File: src/rtl/magic_seq_gen_if.sv
// Control/data bundle of the magic-sequence transmitter: request side from master, byte stream back.
interface magic_seq_gen_if;
    logic       start;
    logic [3:0] count;
    logic       corrupt_en;
    logic [1:0] corrupt_pos;
    logic       hold;
    logic [7:0] out;
    logic       valid;
    logic       busy;
    logic       done;

    modport master (
        output start, count, corrupt_en, corrupt_pos, hold,
        input  out, valid, busy, done
    );

    modport slave (
        input  start, count, corrupt_en, corrupt_pos, hold,
        output out, valid, busy, done
    );
endinterface

File: src/rtl/magic_seq_gen.sv
// Transmits the wake sequence 0x26,0xF5,0x6E with optional gaps, repetitions and byte corruption.
module magic_seq_gen #(
    parameter int unsigned GAP_CYCLES = 0,
    parameter logic [7:0]  FILL_BYTE  = 8'h00
) (
    input  logic           clk,
    input  logic           rst,
    magic_seq_gen_if.slave bus
);

    localparam int unsigned GW = (GAP_CYCLES > 0) ? $clog2(GAP_CYCLES + 1) : 1;

    typedef enum logic [1:0] {
        S_IDLE,
        S_SEND,
        S_GAP,
        S_FIN
    } state_t;

    state_t        state_q, state_d;
    logic [1:0]    idx_q, idx_d;
    logic [3:0]    rep_q, rep_d;
    logic [GW-1:0] gap_q, gap_d;
    logic          cen_q, cen_d;
    logic [1:0]    cpos_q, cpos_d;
    logic [7:0]    out_q, out_d;
    logic          valid_q, valid_d;
    logic          busy_q, busy_d;
    logic          done_q, done_d;
    logic          advance;
    logic          load_byte;

    function automatic logic [7:0] seq_byte(input logic [1:0] i);
        case (i)
            2'd0:    seq_byte = 8'h26;
            2'd1:    seq_byte = 8'hF5;
            default: seq_byte = 8'h6E;
        endcase
    endfunction

    // Outputs are computed for the state being entered so they appear registered on the same edge.
    always_comb begin
        state_d   = state_q;
        idx_d     = idx_q;
        rep_d     = rep_q;
        gap_d     = gap_q;
        cen_d     = cen_q;
        cpos_d    = cpos_q;
        out_d     = out_q;
        valid_d   = valid_q;
        busy_d    = busy_q;
        done_d    = done_q;
        advance   = 1'b0;
        load_byte = 1'b0;

        case (state_q)
            S_IDLE: begin
                out_d   = FILL_BYTE;
                valid_d = 1'b0;
                busy_d  = 1'b0;
                done_d  = 1'b0;
                if (bus.start) begin
                    if (bus.count != 4'd0) begin
                        state_d   = S_SEND;
                        idx_d     = 2'd0;
                        rep_d     = bus.count;
                        cen_d     = bus.corrupt_en;
                        cpos_d    = bus.corrupt_pos;
                        load_byte = 1'b1;
                    end else begin
                        state_d = S_FIN;
                        done_d  = 1'b1;
                    end
                end
            end
            S_SEND: begin
                if (!bus.hold) begin
                    if (GAP_CYCLES > 0) begin
                        state_d = S_GAP;
                        gap_d   = GW'(GAP_CYCLES - 1);
                        out_d   = FILL_BYTE;
                        valid_d = 1'b0;
                    end else begin
                        advance = 1'b1;
                    end
                end
            end
            S_GAP: begin
                if (!bus.hold) begin
                    if (gap_q == '0) begin
                        advance = 1'b1;
                    end else begin
                        gap_d = gap_q - 1'b1;
                    end
                end
            end
            S_FIN: begin
                if (!bus.hold) begin
                    state_d = S_IDLE;
                    done_d  = 1'b0;
                end
            end
            default: state_d = S_IDLE;
        endcase

        if (advance) begin
            if (idx_q != 2'd2) begin
                idx_d     = idx_q + 2'd1;
                state_d   = S_SEND;
                load_byte = 1'b1;
            end else begin
                rep_d = rep_q - 4'd1;
                if (rep_q != 4'd1) begin
                    idx_d     = 2'd0;
                    state_d   = S_SEND;
                    load_byte = 1'b1;
                end else begin
                    state_d = S_FIN;
                    out_d   = FILL_BYTE;
                    valid_d = 1'b0;
                    busy_d  = 1'b0;
                    done_d  = 1'b1;
                end
            end
        end

        if (load_byte) begin
            out_d   = seq_byte(idx_d) ^ ((cen_d && (cpos_d == idx_d)) ? 8'hFF : 8'h00);
            valid_d = 1'b1;
            busy_d  = 1'b1;
        end
    end

    always_ff @(posedge clk) begin
        if (rst) begin
            state_q <= S_IDLE;
            idx_q   <= '0;
            rep_q   <= '0;
            gap_q   <= '0;
            cen_q   <= 1'b0;
            cpos_q  <= '0;
            out_q   <= FILL_BYTE;
            valid_q <= 1'b0;
            busy_q  <= 1'b0;
            done_q  <= 1'b0;
        end else begin
            state_q <= state_d;
            idx_q   <= idx_d;
            rep_q   <= rep_d;
            gap_q   <= gap_d;
            cen_q   <= cen_d;
            cpos_q  <= cpos_d;
            out_q   <= out_d;
            valid_q <= valid_d;
            busy_q  <= busy_d;
            done_q  <= done_d;
        end
    end

    assign bus.out   = out_q;
    assign bus.valid = valid_q;
    assign bus.busy  = busy_q;
    assign bus.done  = done_q;

endmodule
File: src/flat_wrapper.sv
// flat-port wrapper written by rule: the top's interface ports become plain ports
module magic_seq_gen_flat 
#(
    parameter int unsigned GAP_CYCLES = 0,
    parameter logic [7:0]  FILL_BYTE  = 8'h00
)
  (clk, rst, bus_start, bus_count, bus_corrupt_en, bus_corrupt_pos, bus_hold, bus_out, bus_valid, bus_busy, bus_done);
  magic_seq_gen_if bus_i ();
  input  logic clk;
  input  logic rst;
  input wire logic [$bits(bus_i.start)-1:0] bus_start;
  input wire logic [$bits(bus_i.count)-1:0] bus_count;
  input wire logic [$bits(bus_i.corrupt_en)-1:0] bus_corrupt_en;
  input wire logic [$bits(bus_i.corrupt_pos)-1:0] bus_corrupt_pos;
  input wire logic [$bits(bus_i.hold)-1:0] bus_hold;
  output wire logic [$bits(bus_i.out)-1:0] bus_out;
  output wire logic [$bits(bus_i.valid)-1:0] bus_valid;
  output wire logic [$bits(bus_i.busy)-1:0] bus_busy;
  output wire logic [$bits(bus_i.done)-1:0] bus_done;
  assign bus_i.start = bus_start;
  assign bus_i.count = bus_count;
  assign bus_i.corrupt_en = bus_corrupt_en;
  assign bus_i.corrupt_pos = bus_corrupt_pos;
  assign bus_i.hold = bus_hold;
  assign bus_out = bus_i.out;
  assign bus_valid = bus_i.valid;
  assign bus_busy = bus_i.busy;
  assign bus_done = bus_i.done;
  magic_seq_gen #(.GAP_CYCLES(GAP_CYCLES), .FILL_BYTE(FILL_BYTE)) u_core (.clk(clk), .rst(rst), .bus(bus_i));
endmodule
File: config.mk
export PLATFORM = sky130hd
export DESIGN_NAME = magic_seq_gen_flat
export DESIGN_NICKNAME = d
export VERILOG_FILES = /design/src/rtl/magic_seq_gen_if.sv /design/src/rtl/magic_seq_gen.sv /design/src/flat_wrapper.sv
export SDC_FILE = /design/constraint.sdc
export NUM_CORES = 1
export LEC_CHECK = 0
export CAP_MARGIN = 20
export CORE_ASPECT_RATIO = 1.5
export CORE_UTILIZATION = 34
export CTS_BUF_LIST = sky130_fd_sc_hd__clkbuf_4
export DETAILED_ROUTE_END_ITERATION = 8
export HOLD_SLACK_MARGIN = 0.15
export PLACE_DENSITY_LB_ADDON = 0.25
export SLEW_MARGIN = 5
export SYNTH_ARGS = -nofsm -noshare
export SYNTH_HDL_FRONTEND = slang
export SYNTH_SLANG_ARGS = --single-unit
File: constraint.sdc
create_clock -name clk -period 5.3 [get_ports clk]
set_input_delay 1.325 -clock clk [delete_from_list [all_inputs] [get_ports clk]]
set_output_delay 1.325 -clock clk [all_outputs]
set_load 0.01 [all_outputs]
# --- After elaboration in Yosys (flattened, before gate mapping) ---
# Cells that the tools add are included.
# Widths: inputs -> output; s select.
totals:
  out_inout_bits: 11
  regBits: 23
  memories: 0
  inputBits: 11
  ram_bits: 0
  latchBits: 0
  wordCells: 91
  romBits: 0
classes:
  n_shift: 0
  n_lt_le_gt_ge: 0
  bitwise: 2
  mux: 60
  reduce_logical: 7
  eq_ne: 9
  n_addsub: 3
  n_mul: 0
  n_div: 0
ops:
  columns: ["cell", "count"]
  rows:
  - ["$mux 8", 7]
  - ["$mux 2", 15]
  - ["$mux 1", 29]
  - ["$mux 4", 5]
  - ["$pmux 8 s2", 1]
  - ["$xor 8x8->8", 1]
  - ["$ne 3x2->1 const B", 2]
  - ["$eq 2x1->1 const B", 2]
  - ["$eq 2x2->1 const B", 2]
  - ["$logic_not 2->1", 2]
  - ["$ne 4x1->1 const B", 1]
  - ["$pmux 1 s2", 2]
  - ["$pmux 2 s2", 1]
  - ["$reduce_bool 4->1", 1]
  - ["$sub 4x1->4 const B", 1]
  - ["$reduce_and 3->1", 1]
  - ["$reduce_bool 3->1", 1]
  - ["$add 2x1->2 const B", 1]
  - ["$eq 2x2->1", 1]
  - ["$ne 2x2->1 const B", 1]
  - ["$reduce_and 2->1", 1]
  - ["$logic_and 1x1->1", 1]
  - ["$not 1->1", 1]
  - ["$sub 1x1->1 const B", 1]

# --- Logic depth before layout (Yosys ltp) ---
# Gate-level depths: netlist of the first run.
logic_depth:
  word_depth: 12
  depth_mapped: 10

# --- Worst setup path before layout of the first run ---
# No wires, ideal clock.
synth_timing:
  path_type: "input-to-reg"
  from: "in bus_count[0]"
  to: "reg u_core.out_q[6] (netlist: u_core.bus.out[6])"
  cell_stages: 6
  t_arrival_ns: 3.068
  t_required_ns: 5.178
  setup_slack_ns: 2.110
  cell_sequence: "or4_4 nand2_4 a31oi_2 or3_1 o31a_1 o311a_1"
synth_via:
  elab_chain_len: 12
  elab_cells_between_ends: 28
synth_rtl:
  columns: ["item", "line_no", "text"]
  rows:
  - ["start: declaration", "flat_wrapper.sv:12", "input wire logic [$bits(bus_i.count)-1:0] bus_count;"]
  - ["$reduce_bool 4->1 (*)", "magic_seq_gen.sv:63", "if (bus.count != 4'd0) begin"]
  - ["$mux 2", "magic_seq_gen.sv:63", null]
  - ["$mux 2", "magic_seq_gen.sv:62", "if (bus.start) begin"]
  - ["$mux 2", "magic_seq_gen.sv:56", "case (state_q)"]
  - ["$mux 2", "magic_seq_gen.sv:113", "if (rep_q != 4'd1) begin"]
  - ["$mux 2", "magic_seq_gen.sv:107", "if (idx_q != 2'd2) begin"]
  - ["$mux 2", "magic_seq_gen.sv:106", "if (advance) begin"]
  - ["$eq 2x1->1 (tied with other cells)", "magic_seq_gen.sv:34", "case (i)"]
  - ["$pmux 8 s2 or $logic_and 1x1->1 (tied branches)", "magic_seq_gen.sv:34, magic_seq_gen.sv:128", null]
  - ["$mux 8 (on tied branches)", "magic_seq_gen.sv:127, magic_seq_gen.sv:128", null]
  - ["$xor 8x8->8", "magic_seq_gen.sv:128", "out_d = seq_byte(idx_d) ^ ((cen_d && (cpos_d == idx_d)) ? 8'hFF : 8'h00);"]
  - ["$mux 8 (*)", "magic_seq_gen.sv:127", "if (load_byte) begin"]
  - ["end signal: assignment", "magic_seq_gen.sv:153", "out_q <= out_d;"]
  - ["end: declaration", "magic_seq_gen.sv:26", "logic [7:0] out_q, out_d;"]
# Mark *: on every way between the ends. The rest lies on a longest branch, timed or not. The select of a mux whose other input is x is not followed.
# A chain may end at the register's enable or synchronous reset.

# --- Worst setup path after layout of the first run ---
# Ends and elaborated chain as after synthesis.

==> results of run 1 <==
==> final timing paths <==
kind                                         from                 to  slack [ps]  depth (start not counted)
worst max-delay path                 bus_count[0]  u_core.bus.out[6]        1770                          7
worst min-delay path            u_core.bus.out[2]  u_core.bus.out[2]         460                          1
worst max register to register  u_core.state_q[0]  u_core.bus.out[6]        2660                          8
worst min register to register  u_core.bus.out[2]  u_core.bus.out[2]         460                          1
==> logic make-up (layout without fill, tap and decap cells) <==
family | after synthesis | in the layout
multiplexers | 2 | 2
XOR/XNOR | 1 | 1
AO/OA/AOI/OAI | 48 | 48
AND/OR/NAND/NOR | 65 | 65
buffers and inverters | 13 | 33
flip-flops | 22 | 22
adder cells (fa/ha/maj) | 7 | 7
==> layer usage <==
layer  routed length (um)  vias to the layer above  global-route usage (%)
met5                    0                        -                       0
met2                 1720                       49                   30.25
met1                 1319                      622                   18.18
met3                  149                        8                   2.353
met4                   48                        0                   7.632
li1                     -                      623                       -
==> area by class of cell <==
cell class | count | area, um^2
clock inverter | 1 | 3.754
tap | 43 | 53.80
inverter | 8 | 30.03
timing repair buffer | 21 | 210.2
sequential | 22 | 440.4
multi-input combinational | 123 | 808.3
clock buffer | 3 | 22.52
fill | 393 | 2079
==> synth_stat cells (all sizes together) (3+ instances only) <==
| cell | instances | area share, % |
|---|---|---|
| dfxtp | 22 | 34 |
| nand2 | 16 | 5.2 |
| a21oi | 15 | 5.8 |
| nor2 | 11 | 3.2 |
| inv | 8 | 2.3 |
| ha | 7 | 6.7 |
| o21ai | 7 | 2.7 |
| a31oi | 5 | 2.9 |
| nor3 | 5 | 2.3 |
| clkbuf | 4 | 1.2 |
| nand3 | 4 | 1.5 |
| a211oi | 3 | 1.7 |
| a21o | 3 | 1.7 |
| a221oi | 3 | 2.0 |
| and2 | 3 | 1.4 |
| nand2b | 3 | 1.4 |
| nand3b | 3 | 1.7 |
| or4 | 3 | 2.0 |
==> sequential cells by signal, indices dropped and copies added (netlist names) <==
signal and cells:
u_core.bus.busy 1, u_core.bus.done 1, u_core.bus.out 8, u_core.bus.valid 1, u_core.cen_q 1, u_core.cpos_q 2, u_core.idx_q 2, u_core.rep_q 4
u_core.state_q 2
==> power groups by stage <==
stage	combinational, W	sequential, W	clock [W]
after global placement	0.000342	0.000236	0
after floorplan	0.000246	0.000240	0
after global routing	0.000395	0.000240	0.0000943
final	0.000356	0.000236	0.0000803
after detailed placement	0.000354	0.000239	0
after CTS	0.000355	0.000235	0.0000844
==> stage by stage <==
stage / hold slack (ps) / total power (W) / worst slack [ps] / instance area (um^2) / util [%]
2_1_floorplan: 465.1 / 0.0004857 / 2110 / 1299 / -
3_3_place_gp: 431.8 / 0.0005787 / 1514 / 1543 / 42.28
3_5_place_dp: 438.7 / 0.0005928 / 1434 / 1543 / 42.28
4_1_cts: 469.4 / 0.0006753 / 1785 / 1569 / 43.00
5_1_grt: 482.4 / 0.0007292 / 1706 / 1569 / 43.00
6_report: 464.1 / 0.0006727 / 1772 / 1569 / 43.00
==> results.yml, run 1 <==
detailed_routing:
  ant_nets: 0
  drc: 0
  routedWlPerCell_um: 14.65
  via_per_inst: 5.891
  firstDrtPassIters: 5
  totalWireLength_um: 3237
  vias: 1302
  drt_iter0_drc: 38
timing:
  tightest_slew_ps: 919.7
  clock_skew_ps: 2.817
  setup_viol: 0
  fin_setup_tns_ps: 0
  fin_crit_sh_pct: 66.56
  min_period_ps: 3528
  finalMaxSlewViolations: 0
  fmax_ghz: 0.2835
  relSlewSlack_pct: 38.32
  grt_setup_unrepaired: "no"
  hold_violations: 0
global_routing:
  grt_pass1_vias: 1157
  track_usage_pct: 16.73
  grt_pass1_wl_um: 5147
  gr-total-overflow: 0
  antenna_found_initial: 0
  grt_max_degree: 17
pwr:
  seq_power_share_pct: 35.1
  power.density_nw_per_um2: 428.7
  p_clk_share_pct: 11.9
  peakVddDrop_mv: 0.2905
  combPwrFrac_pct: 53.0
  power_switching_share_pct: 42.72
  p_leak_nw: 0.6083
  p_int_w: 0.0003853
  power_switching_w: 0.0002874
floorplanning:
  initial_core_util_pct: 35.60
  num_io_pins: 22
  die_w_um: 52.47
  dieArea_um2: 4076
  core_um2: 3649
  die-height_um: 77.70
  rows: 27
placement:
  dp_cells: 217
  dp_hpwl_um: 2482
  port_buffers: 21
  place_congestion: 0.8810
min_path:
  hold_class: "reg -> reg"
setup_path:
  crit_arrival_ps: 3750
  cpPeakStageDelay_ps: 590
  critPathSlowestCell: "nor4_1"
  cp_cell_sequence: "clkdlybuf4s50_1, nor4_1, o21ai_0, and3b_1, or3_1, o31a_1, o311a_1"
  path_max_fanout: 4
  critPathBufInv: 1
  cp-start-kind: "input pin"
  crit_required_ps: 5520
  critPathKind: "in -> reg"
  critical-path-top-delay-family: "simple AND/OR/NAND/NOR gates"
  setup.worst_path.end_class: "flip-flop"
synth:
  syn_avg_cell_area_um2: 8.220
  synthSimpleGateAreaFrac_pct: 28.42
  synth_top_family_by_area: "simple AND/OR/NAND/NOR gates"
  syn_inst: 158
  ys_ff_latch: 22
  netlist_area_um2: 1299
  syn_nets: 176
  yosysWarnings: 0
  ys_async_sr_fraction_pct: 0
  synth_fa_ha_area_share_pct: 6.744
  synth_edf_count: 0
  yosysSeqAreaShare_pct: 33.91
  synth_cell_types: 47
  synth_compound_area_share_pct: 24.76
  synth_mux_area_share_pct: 1.638
  ys.flop_type: "dfxtp_1"
  synth-xor-area-share_pct: 0.6744
clocking:
  worstSkewPairLatency_ps: 320
  cts-root-buf: "clkbuf_4"
  cts.clk_slew.worst_paths_ps: 120
  cts_num_sinks: 22
  cts_tree: "done"
  h-tree-depth: 1
  cts_resized: 0
  clk_path_buf_depth: 2
  cts_buffers: 3
  post_cts_buffers: 0
  cts_hold_buf: 0
layout:
  fin_nets: 197
  drive_gt1_share_pct: 6.742
  fin_cells: 221
  area_growth_pct: 20.81
  num_antenna_cells: 0
  final_common_cell: "dfxtp_1"
  final_cell_mix: "22 x dfxtp_1, 21 x clkdlybuf4s50_1, 15 x nand2_1, 15 x a21oi_1, 11 x nor2_1"
run_status:
  status: "finished clean"
run:
  cap_violations: 0
Note: power is estimated with default switching activity, not from simulation.
==> run 2: changes to the inputs <==
==> constraint.sdc (replaced) <==
create_clock -name clk -period 2.9 [get_ports clk]
set_input_delay 0.725 -clock clk [delete_from_list [all_inputs] [get_ports clk]]
set_output_delay 0.725 -clock clk [all_outputs]
set_load 0.01 [all_outputs]
==> results.yml, run 2 (synthesis gave the netlist of run 1 again) <==
layout:
  largest_register_ff_count: 8
  final_cell_mix: "26 x buf_4, 22 x dfxtp_1, 21 x clkdlybuf4s50_1"
  num_antenna_cells: 0
  design_area_um2: 1760
  num-fill-cells: 364
  fin_cells: 246
  drive_gt1_share_pct: 18.72
  final_common_cell: "buf_4"
  fin_nets: 223
  area_growth_pct: 35.55
setup_path:
  reg2reg_from: "u_core.state_q[0]"
  critical-path-top-delay-family: "simple AND/OR/NAND/NOR gates"
  path_max_fanout: 5
  critPathKind: "in -> reg"
  cp_cell_sequence: "clkdlybuf4s50_1, or4_4, nand2_4, a31oi_2, or3_1, o31a_1, o311a_1"
  r2r_end: "u_core.bus.out[6]"
  setup.worst_path.end_class: "flip-flop"
  r2r_cells: 8
  crit_cells: 7
  crit_arrival_ps: 2950
  crit_start: "bus_count[0]"
  cpPeakStageDelay_ps: 580
  r2r_slack_ps: 420
  crit_required_ps: 3120
  critPathBufInv: 1
  cp-start-kind: "input pin"
  critPathSlowestCell: "or4_4"
  crit_end: "u_core.bus.out[6]"
clocking:
  h-tree-depth: 1
  cts_buffers: 3
  clk_path_buf_depth: 2
  cts_tree: "done"
  cts_num_sinks: 22
  worstSkewPairLatency_ps: 310
  post_cts_buffers: 0
  cts-root-buf: "clkbuf_4"
  cts_resized: 0
  cts.clk_slew.worst_paths_ps: 130
  cts_hold_buf: 0
detailed_routing:
  firstDrtPassIters: 6
  routedWlPerCell_um: 13.57
  drt_iter0_drc: 42
  drc: 0
  ant_nets: 0
  totalWireLength_um: 3339
  vias: 1353
  via_per_inst: 5.500
pwr:
  p_leak_nw: 0.7310
  peakVddDrop_mv: 0.3827
  power.density_nw_per_um2: 767.9
floorplanning:
  dieArea_um2: 4076
  rows: 27
  die_w_um: 52.47
  core_um2: 3649
  num_io_pins: 22
  initial_core_util_pct: 35.60
  die-height_um: 77.70
timing:
  setup_viol: 0
  fmax_ghz: 0.3663
  relSlewSlack_pct: 74.79
  fin_crit_sh_pct: 94.15
  grt_setup_unrepaired: "no"
  hold_violations: 0
  tightest_slew_ps: 376.5
  clock_skew_ps: 13.92
  hold_slack_ps: 461.1
  finalMaxSlewViolations: 0
  min_period_ps: 2730
placement:
  dpl_cell_area_um2: 1738
  port_buffers: 21
  dp_cells: 243
  dp_hpwl_um: 2693
  place_congestion: 0.7940
global_routing:
  gr-total-overflow: 0
  grt_pass1_vias: 1351
  grt_max_degree: 16
  antenna_found_initial: 0
  track_usage_pct: 18.54
  grt_pass1_wl_um: 5858
min_path:
  hold_class: "reg -> reg"
run_status:
  status: "finished clean"
run:
  cap_violations: 0
## run 2: worst min-delay path by stage
stage                       from                end  slack, ps  depth (start not counted)
2_1_floorplan    u_core.rep_q[2]    u_core.rep_q[2]        470                          2
3_3_place_gp   u_core.bus.out[0]  u_core.bus.out[0]        430                          2
3_5_place_dp   u_core.bus.out[5]  u_core.bus.out[5]        440                          1
4_1_cts        u_core.bus.out[5]  u_core.bus.out[5]        470                          1
5_1_grt        u_core.bus.out[5]  u_core.bus.out[5]        480                          1
6_report       u_core.bus.out[5]  u_core.bus.out[5]        460                          1
## run 2: layout make-up
| type | instances | area (um^2) | area share (%) |
|---|---|---|---|
| clock buffers | 3 | 22.52 | 1.279 |
| inverters | 8 | 30.03 | 1.706 |
| multi-input cells | 123 | 808.3 | 45.91 |
| flip-flops and latches | 22 | 440.4 | 25.02 |
| well taps | 43 | 53.80 | 3.056 |
| repair buffers | 47 | 405.4 | 23.03 |
## run 2: report_power, final
part / internal (W) / switching (W)
combinational: 0.000385 / 0.000394
sequential: 0.000373 / 0.0000572
clock: 0.0000485 / 0.0000951
total: 0.000806 / 0.000546
## run 2: layer usage
layer | up-vias | global-route usage, % | routed length [um]
met1 | 643 | 19.47 | 1382
met4 | 0 | 5.526 | 26
li1 | 678 | - | -
met3 | 2 | 1.765 | 89
met2 | 30 | 36.20 | 1840
met5 | - | 0 | 0
## run 2: stage by stage
step,setup WS (ps),total power [W],setup TNS (ps),utilization (%)
6_report,169.8,0.001352,0,48.25
3_3_place_gp,-142.3,0.001200,-281.2,47.63
2_1_floorplan,310.3,0.0008877,0,-
3_5_place_dp,-179.2,0.001214,-348.8,47.63
5_1_grt,48.22,0.001477,0,48.25
4_1_cts,169.6,0.001362,0,48.25
